--- src/rtl/cpu_pkg.sv ---
// Shared Mini SRC definitions: opcodes, ALU operation codes, control-sequencer
// state encoding and the instruction classes produced by op_decode.
package cpu_pkg;

    localparam int OPCODE_W = 5;
    localparam int ALU_W    = 5;

    localparam logic [OPCODE_W-1:0] OP_LD   = 5'b00000;
    localparam logic [OPCODE_W-1:0] OP_ST   = 5'b00010;
    localparam logic [OPCODE_W-1:0] OP_ADD  = 5'b00011;
    localparam logic [OPCODE_W-1:0] OP_SUB  = 5'b00100;
    localparam logic [OPCODE_W-1:0] OP_AND  = 5'b00101;
    localparam logic [OPCODE_W-1:0] OP_OR   = 5'b00110;
    localparam logic [OPCODE_W-1:0] OP_ADDI = 5'b01100;
    localparam logic [OPCODE_W-1:0] OP_ANDI = 5'b01101;
    localparam logic [OPCODE_W-1:0] OP_ORI  = 5'b01110;
    localparam logic [OPCODE_W-1:0] OP_BR   = 5'b10010;
    localparam logic [OPCODE_W-1:0] OP_NOP  = 5'b11010;
    localparam logic [OPCODE_W-1:0] OP_HALT = 5'b11011;

    localparam logic [ALU_W-1:0] ALU_NONE = 5'b00000;
    localparam logic [ALU_W-1:0] ALU_ADD  = 5'b00001;
    localparam logic [ALU_W-1:0] ALU_SUB  = 5'b00010;
    localparam logic [ALU_W-1:0] ALU_AND  = 5'b00011;
    localparam logic [ALU_W-1:0] ALU_OR   = 5'b00100;

    typedef enum logic [3:0] {
        IDLE, T0, T1, T2, T3, T4, T5, T6, T7, HALT
    } state_t;

    typedef enum logic [2:0] {
        CLS_RFMT, CLS_IMM, CLS_LD, CLS_ST, CLS_BR, CLS_NOP, CLS_HALT
    } op_class_t;

endpackage

--- src/rtl/op_decode.sv ---
// Opcode classifier: maps IR[31:27] onto an instruction class and the ALU code
// that class uses; undefined opcodes behave as nop.
module op_decode
    import cpu_pkg::*;
#(
    parameter int OPW  = OPCODE_W,
    parameter int ALUW = ALU_W
) (
    input  logic [OPW-1:0]  opcode,
    output op_class_t       op_class,
    output logic [ALUW-1:0] alu_op
);

    always_comb begin
        op_class = CLS_NOP;
        alu_op   = ALUW'(ALU_ADD);
        case (opcode)
            OP_ADD:  begin op_class = CLS_RFMT; alu_op = ALUW'(ALU_ADD); end
            OP_SUB:  begin op_class = CLS_RFMT; alu_op = ALUW'(ALU_SUB); end
            OP_AND:  begin op_class = CLS_RFMT; alu_op = ALUW'(ALU_AND); end
            OP_OR:   begin op_class = CLS_RFMT; alu_op = ALUW'(ALU_OR);  end
            OP_ADDI: begin op_class = CLS_IMM;  alu_op = ALUW'(ALU_ADD); end
            OP_ANDI: begin op_class = CLS_IMM;  alu_op = ALUW'(ALU_AND); end
            OP_ORI:  begin op_class = CLS_IMM;  alu_op = ALUW'(ALU_OR);  end
            OP_LD:   op_class = CLS_LD;
            OP_ST:   op_class = CLS_ST;
            OP_BR:   op_class = CLS_BR;
            OP_HALT: op_class = CLS_HALT;
            default: op_class = CLS_NOP;
        endcase
    end

endmodule

--- src/rtl/control_unit.sv ---
// Hardwired Mini SRC control sequencer: steps through T-states per instruction
// and decodes state plus opcode into the DataPath enables and selects.
module control_unit
    import cpu_pkg::*;
#(
    parameter int OPW  = 5,
    parameter int ALUW = 5
) (
    input  logic            clk,
    input  logic            clr,
    input  logic [31:0]     ir,
    input  logic            con,
    input  logic            stop,
    output logic            run,
    output logic            Pout,
    output logic            MARen,
    output logic            Read,
    output logic            MDRen,
    output logic            MDROut,
    output logic            IRen,
    output logic            IncPC,
    output logic            Pen,
    output logic            Write,
    output logic            Gra,
    output logic            Grb,
    output logic            Grc,
    output logic            Rin,
    output logic            Rout,
    output logic            BAout,
    output logic            ConIn,
    output logic            Yen,
    output logic            Zen,
    output logic            ZLOout,
    output logic            Cout,
    output logic [ALUW-1:0] alu_control
);

    state_t          state;
    state_t          end_next;
    logic            started;
    op_class_t       op_class;
    logic [ALUW-1:0] alu_op;
    logic            unused_ir;

    assign unused_ir = ^ir[31-OPW:0];
    assign end_next  = stop ? HALT : T0;

    op_decode #(.OPW(OPW), .ALUW(ALUW)) u_decode (
        .opcode   (ir[31 -: OPW]),
        .op_class (op_class),
        .alu_op   (alu_op)
    );

    // IDLE lingers one extra edge after reset release so the first T0 lands on
    // the second rising edge, giving the datapath a clean cycle out of reset.
    always_ff @(posedge clk or negedge clr) begin
        if (!clr) begin
            state   <= IDLE;
            started <= 1'b0;
        end else begin
            case (state)
                IDLE: begin
                    started <= 1'b1;
                    if (started) state <= T0;
                end
                T0: state <= T1;
                T1: state <= T2;
                T2: state <= (op_class == CLS_NOP) ? end_next : T3;
                T3: begin
                    if (op_class == CLS_HALT)     state <= HALT;
                    else if (op_class == CLS_NOP) state <= end_next;
                    else                          state <= T4;
                end
                T4: state <= T5;
                T5: state <= (op_class inside {CLS_LD, CLS_ST, CLS_BR}) ? T6 : end_next;
                T6: state <= (op_class inside {CLS_LD, CLS_ST}) ? T7 : end_next;
                T7: state <= end_next;
                HALT: state <= HALT;
                default: state <= IDLE;
            endcase
        end
    end

    always_comb begin
        run = (state != IDLE) && (state != HALT);
        Pout = 1'b0; MARen = 1'b0; Read = 1'b0; MDRen = 1'b0; MDROut = 1'b0;
        IRen = 1'b0; IncPC = 1'b0; Pen = 1'b0; Write = 1'b0;
        Gra = 1'b0; Grb = 1'b0; Grc = 1'b0; Rin = 1'b0; Rout = 1'b0;
        BAout = 1'b0; ConIn = 1'b0;
        Yen = 1'b0; Zen = 1'b0; ZLOout = 1'b0; Cout = 1'b0;
        alu_control = ALUW'(ALU_NONE);
        case (state)
            T0: begin Pout = 1'b1; MARen = 1'b1; IncPC = 1'b1; Zen = 1'b1; end
            T1: begin ZLOout = 1'b1; Pen = 1'b1; Read = 1'b1; MDRen = 1'b1; end
            T2: begin MDROut = 1'b1; IRen = 1'b1; end
            T3: case (op_class)
                CLS_RFMT, CLS_IMM: begin Grb = 1'b1; Rout = 1'b1; Yen = 1'b1; end
                CLS_LD, CLS_ST:    begin Grb = 1'b1; BAout = 1'b1; Yen = 1'b1; end
                CLS_BR:            begin Gra = 1'b1; Rout = 1'b1; ConIn = 1'b1; end
                default: ;
            endcase
            T4: case (op_class)
                CLS_RFMT: begin Grc = 1'b1; Rout = 1'b1; Zen = 1'b1; alu_control = alu_op; end
                CLS_IMM:  begin Cout = 1'b1; Zen = 1'b1; alu_control = alu_op; end
                CLS_LD, CLS_ST: begin Cout = 1'b1; Zen = 1'b1; alu_control = ALUW'(ALU_ADD); end
                CLS_BR:   begin Pout = 1'b1; Yen = 1'b1; end
                default: ;
            endcase
            T5: case (op_class)
                CLS_RFMT, CLS_IMM: begin ZLOout = 1'b1; Gra = 1'b1; Rin = 1'b1; end
                CLS_LD, CLS_ST:    begin ZLOout = 1'b1; MARen = 1'b1; end
                CLS_BR: begin Cout = 1'b1; Zen = 1'b1; alu_control = ALUW'(ALU_ADD); end
                default: ;
            endcase
            T6: case (op_class)
                CLS_LD: begin Read = 1'b1; MDRen = 1'b1; end
                CLS_ST: begin Gra = 1'b1; Rout = 1'b1; MDRen = 1'b1; end
                CLS_BR: begin ZLOout = con; Pen = con; end
                default: ;
            endcase
            T7: case (op_class)
                CLS_LD: begin MDROut = 1'b1; Gra = 1'b1; Rin = 1'b1; end
                CLS_ST: Write = 1'b1;
                default: ;
            endcase
            default: ;
        endcase
    end

endmodule

--- config.mk ---
export PLATFORM = sky130hd
export DESIGN_NAME = control_unit
export DESIGN_NICKNAME = d
export VERILOG_FILES = /design/src/rtl/cpu_pkg.sv /design/src/rtl/op_decode.sv /design/src/rtl/control_unit.sv
export SDC_FILE = /design/constraint.sdc
export NUM_CORES = 1
export LEC_CHECK = 0
export ABC_CLOCK_PERIOD_IN_PS = 1400
export BUFFER_PORTS_ARGS = -buffer_cell sky130_fd_sc_hd__buf_4
export CORE_MARGIN = 2
export CORE_UTILIZATION = 37
export DETAILED_ROUTE_END_ITERATION = 10
export PLACE_DENSITY = 0.76
export SYNTH_ARGS = -nofsm -noshare
export SYNTH_HDL_FRONTEND = slang
export SYNTH_SLANG_ARGS = --single-unit
--- constraint.sdc ---
create_clock -name clk -period 1.4 [get_ports clk]
set_input_delay 0.14 -clock clk [delete_from_list [all_inputs] [get_ports clk]]
set_output_delay 0.14 -clock clk [all_outputs]
set_load 0.02 [all_outputs]
==> results of run 1 <==
-- critical path, cell delays in order (launching register included) --
cell	delay [ns]
dfrtp_1	0.44
nand2_2	0.11
or4_4	0.47
nor3_4	0.25
a311o_1	0.20
buf_4	0.17
-- path summary, 6_finish.rpt --
check                          from  endpoint  slack (ns)  cells past startpoint
max                        state[2]      Rout       -0.63                      5
min                             clr  state[3]        0.24                      2
max reg2reg                state[1]  state[0]       -0.24                      8
min reg2reg                 started   started        0.53                      1
max in group asynchronous       clr  state[1]        1.04                      2
min in group clk               stop  state[3]        0.29                      3
-- flip-flops by register name, summed over array words and instances, names as in the netlist --
name     flops
state        4
started      1
-- final cells by class --
cell class / instances / area [um2]
Multi-Input combinational cell: 107 / 1090
Timing Repair Buffer: 96 / 870
Sequential cell: 5 / 125
Fill cell: 55 / 100
Tap cell: 28 / 35.0
Clock buffer: 4 / 26.3
Inverter: 2 / 12.5
-- power groups by stage --
stage | registers, mW | clock network, mW | logic [mW]
3_3_place_gp | 0.274 | 0 | 2.14
2_1_floorplan | 0.248 | 0 | 1.25
6_report | 0.295 | 0.179 | 3.71
4_1_cts | 0.264 | 0.179 | 2.80
5_1_grt | 0.286 | 0.191 | 3.79
3_5_place_dp | 0.273 | 0 | 2.20
-- metrics by stage --
stage / total power, mW / instances / instance area [um2]
finish: 4.18 / 242 / 2150
global route: 4.27 / 242 / 2150
CTS: 3.24 / 232 / 1880
detailed placement: 2.47 / 217 / 1520
global placement: 2.41 / 217 / 1520
floorplan: 1.50 / 128 / 1010
-- synth_stat cells, types with 2 or more instances --
cell / number
nand2_1: 9
nand4_1: 2
o32a_1: 2
nor2b_1: 6
nor2_1: 13
nand2b_1: 7
o22ai_1: 2
nor3_1: 6
buf_4: 4
or3_1: 2
a21o_1: 2
and2_1: 2
a211oi_1: 2
dfrtp_1: 5
clkbuf_1: 8
nand3b_1: 2
a21oi_1: 5
o21ai_0: 4
and3_1: 5
or4_1: 2
nand3_1: 3
-- per-layer routing --
metal / GRT usage / wire length (um)
met3: 0.0452 / 727
met4: 0.197 / 656
met1: 0.456 / 2200
met2: 0.652 / 3030
met5: 0 / 0
-- logic make-up (layout without fill, tap and decap cells) --
logic type / Yosys count / count (layout)
and+or+nand+nor: 70 / 70
AOI/OAI and AO/OA: 32 / 32
buffers and inverters: 16 / 102
DFF: 5 / 5
xor gates and xnor gates: 2 / 2
other: 1 / 2
muxes: 1 / 1
-- what timing repair did --
action,in CTS,in global routing
hold buffers,1,0
setup endpoints to repair,26,28
gates resized for setup,58,46
buffers inserted,12,14
hold endpoints to repair,5,0
pin swaps,16,22
==> impl_results.md, run 1 <==
- Status: complete, but fails checks
- Violated checks: negative setup slack
- Worst hold-check path type: in2async
- Worst hold slack: 0.236 ns
- Fmax: 0.494 GHz
- Synth Area in Compound Gates: 0.273
- Synth cell types: 55
- Area delta synth->final: 142%
- Max Buffers Root-to-Sink: 2
- Yosys warns: 0
- Flop pwr share: 0.070
- Worst-path clk slew: 0.06 ns
- Final nets: 251
- First-pass GRT wire length: 7.44 mm
- Port bufs: 32
- CTS tree: yes
- Share of cells above drive strength 1: 0.743
- Total track usage: 0.378
- Internal Pwr Total: 2.07 mW
- Post-Syn Instances: 127
- Skew-Pair Late Insertion Delay: 0.25 ns
- Io pins: slightly above 60
- Starting DRT DRC Count: 119
- Clock power frac: 0.043
- Synth top area share: 0.140
- Remaining Overflow, GRT: 0
- Dpl ws: -0.367 ns
- Crit path DAT: around 1.9 ns
- Total iterations of the first detailed-routing run: 4
- Initial Util: 0.396
- Largest net degree at the start of global routing: 12
- P_leak: 0.917 nW
- CP max FO: 3
- RSZ-0062 raised after global routing: true
- CTS sink cnt: 5
- Vias in the first global route: between 1000 and 1500
- Combinational share of power: 0.887
- Total inserted antenna cells: 0
- FFs w/ async S/R, synth: 1.00
- Mux cell area share after synthesis: 0.0126
- Synth top area cells: dfrtp_1 14%, nor2_1 5.5%, nand2b_1 4.9%
- Routed vias: 1657
- Most frequent cells in the layout: 58 x buf_4, 35 x buf_6, 6 x nor2_1
- Switching power share of the total: 0.504
- RePlAce Congestion: 0.909
- NetSw: ~2.1 mW
- Final Hold Fails: 0
- HPWL Detailed: 2.74 mm
- Largest family of logic cells by synthesized area: simple AND/OR/NAND/NOR gates
- Initial antenna violation count: 0
- Synth Cell Area: between 800 and 900 um2
- Required @ worst endpoint: 1.26 ns
- Peak supply drop: 0.00185 V
- TritonCTS buffer count: 3
- Setup violators final: 28
- Flops & latches, synth: 5
- Post-synthesis simple-gate area fraction: 0.456
- Fin crit share: 1.45
- Dominant synthesized flop cell: dfrtp_1
- Largest area contributor in the netlist: dfrtp_1
- Wirelength per Cell: 27.3 um
- H-tree level count: 1
- Final setup margin: -0.626 ns
- Number of synthesized flops with an enable pin: 0
- Routed Antenna Nets: 0
- Site Rows: 17
- Most common cell after layout, fill and taps aside: buf_4
- Die W: 53.1 um
- Final wirelength: 6.62 mm
- Syn_area_per_cell: between 7 and 8 um2
- Maxcap violations: 0
- Critical path class: reg2out
- Utilization after layout: 0.956
- Setup TNS: -11.01 ns
- Synth Area in XOR/XNOR: 0.0196
- Clk root buf: clkbuf_4
- Register area share after synthesis: 0.140
- DRC viols: 0
- Die ar.: 2820 um2
- Via/cell ratio: 6.85
- Worst clock skew: 0.00789 ns
- Final Max Tran Viols: 0
- Synth Area in Adders: 0
- Die Span Y: 53.1 um
- Worst setup SP type: flop
- Core area: 2250 um2
- CP endpoint kind: output port
- Crit path time final: about 2.0 ns
- Cell Pwr Density: roughly 1900 nW/um2
Note: power is estimated with default switching activity, not from simulation.
==> run 2: changes to the inputs <==
==> constraint.sdc (replaced) <==
create_clock -name clk -period 1.4 [get_ports clk]
set_input_delay 0.07 -clock clk [delete_from_list [all_inputs] [get_ports clk]]
set_output_delay 0.07 -clock clk [all_outputs]
set_load 0.02 [all_outputs]
==> impl_results.md, run 2 (synthesis results as in run 1) <==
- Final Hold Fails: 0
- Final Instance Area: 1990 um2
- Die W: 53.1 um
- Vias in the first global route: 1298
- Critical path class: reg2out
- CTS tree: yes
- Skew-Pair Late Insertion Delay: around 0.27 ns
- Site Rows: 17
- Utilization after layout: 0.883
- H-tree level count: 1
- Final Max Tran Viols: 0
- Power, Total: 3.82 mW
- DRC viols: 0
- Clk root buf: clkbuf_4
- Remaining Overflow, GRT: 0
- Worst clock skew: 0.0145 ns
- Cell Pwr Density: 1920 nW/um2
- Cells along the critical path: buf_6 > buf_6 > nand2b_4 > nor4_4 > nand2_2 > nand2b_1 > buf_6
- Top reg by flops: state
- Total track usage: 0.320
- Starting DRT DRC Count: between 80 and 90
- Routed Antenna Nets: 0
- Most frequent cells in the layout: 61 x buf_4, 23 x buf_6, 6 x nor2_1, 6 x nand2_1, 5 x nor2_4
- DP Cell Count: 214
- Worst hold-check path type: in2async
- Largest net degree at the start of global routing: 14
- Share of cells above drive strength 1: 0.684
- Wirelength per Cell: between 20 and 25 um
- Required @ worst endpoint: 1.33 ns
- Setup violators final: 27
- CTS sink cnt: 5
- Initial antenna violation count: 0
- Port bufs: 32
- Violated checks: negative setup slack
- Core area: 2250 um2
- Dpl ws: -0.250 ns
- Peak supply drop: 0.00182 V
- RSZ-0062 raised after global routing: true
- Status: complete, but fails checks
- RePlAce Congestion: roughly 0.9
- Slowest cell on crit path: dfrtp_2
- Via/cell ratio: 6.39
- CP max FO: 5
- Total inserted antenna cells: 0
- Max stage delay on crit path: ~0.45 ns
- Fmax: 0.535 GHz
- Io pins: 62
- Largest delay share family, worst path: simple AND/OR/NAND/NOR gates
- Total iterations of the first detailed-routing run: 4
- Largest register FFs: 4
- Most common cell after layout, fill and taps aside: buf_4
- HPWL Detailed: 2.64 mm
- Crit path buffers/inverters: 3
- Max Buffers Root-to-Sink: 2
- TritonCTS buffer count: 3
- Worst setup SP type: flop
- First-pass GRT wire length: 6.43 mm
- Largest registers: state (4), started (1)
- CP endpoint kind: output port
- Cell Area, Placed: 1490 um2
- Final nets: approximately 240
- Final cell count without fillers: 234
- Area delta synth->final: 123%
- Die ar.: 2820 um2
- Maxcap violations: 0
- Fin crit share: 1.33
- P_leak: 0.851 nW
- Routed vias: 1495
- Crit path time final: 1.87 ns
- Die Span Y: between 50 and 60 um
- Initial Util: 0.396
- Worst-path clk slew: 0.07 ns
- Crit path DAT: 1.80 ns
- Final setup margin: -0.468 ns
- Most frequent CP cell: buf_6
- Final wirelength: 5.03 mm
==> run 2: cell count changes in the layout (fill, tap and decap cells not counted), sizes merged <==
cell    delta
buf        -9
clkbuf     +1
==> run 2: final cells by class <==
cell class,instances,area [um2]
multi-input cells,107,1000
repair buffers,88,792
fillers,114,264
flip-flops and latches,5,126
well taps,28,35.0
clock buffers,4,26.3
inverters,2,10.0
==> run 2: repair_timing <==
| item | in CTS | in global routing |
|---|---|---|
| endpoints found under the setup margin | 25 | 28 |
| pin swaps | 10 | 17 |
| hold buffers | 1 | 0 |
| cloned | 0 | 1 |
| setup buffers | 8 | 8 |
| resized for setup | 51 | 26 |
| endpoints found under the hold margin | 5 | 0 |
==> run 2: path summary, 6_finish.rpt <==
path	startpoint	endpoint	slack, ns	cells after the start
min in group clk	stop	state[3]	0.20	3
min	clr	state[0]	0.17	2
max reg2reg	state[2]	state[3]	-0.21	7
max	state[2]	MDROut	-0.47	7
min reg2reg	started	started	0.49	1
max in group asynchronous	clr	state[3]	1.10	2
==> run 2: worst reg2reg max path, cell delays in order, from the launching register on <==
cell	delay (ns)
dfrtp_2	0.45
buf_6	0.13
buf_6	0.12
nand2b_4	0.15
buf_4	0.13
buf_4	0.12
o32a_1	0.18
o221ai_2	0.22
==> run 2: power by group <==
group	internal (mW)	total [mW]	switching, mW
Clock	0.110	0.201	0.0913
Sequential	0.205	0.293	0.0873
Combinational	1.67	3.32	1.66
Total	1.98	3.82	1.83
==> run 2: per-stage QoR <==
step / hold WS (ns) / TNS (ns)
floorplan: -0.226 / -0.718
global placement: -0.129 / -1.44
detailed placement: -0.125 / -2.05
CTS: 0.166 / -5.56
global route: 0.191 / -8.73
finish: 0.168 / -7.89
==> run 2: per-layer routing <==
| layer | share of wire | vias up | global-route usage |
|---|---|---|---|
| li1 | - | 633 | - |
| met1 | 0.38 | 701 | 0.398 |
| met2 | 0.48 | 132 | 0.560 |
| met3 | 0.096 | 29 | 0.0367 |
| met4 | 0.046 | 0 | 0.115 |
| met5 | 0 | - | 0 |
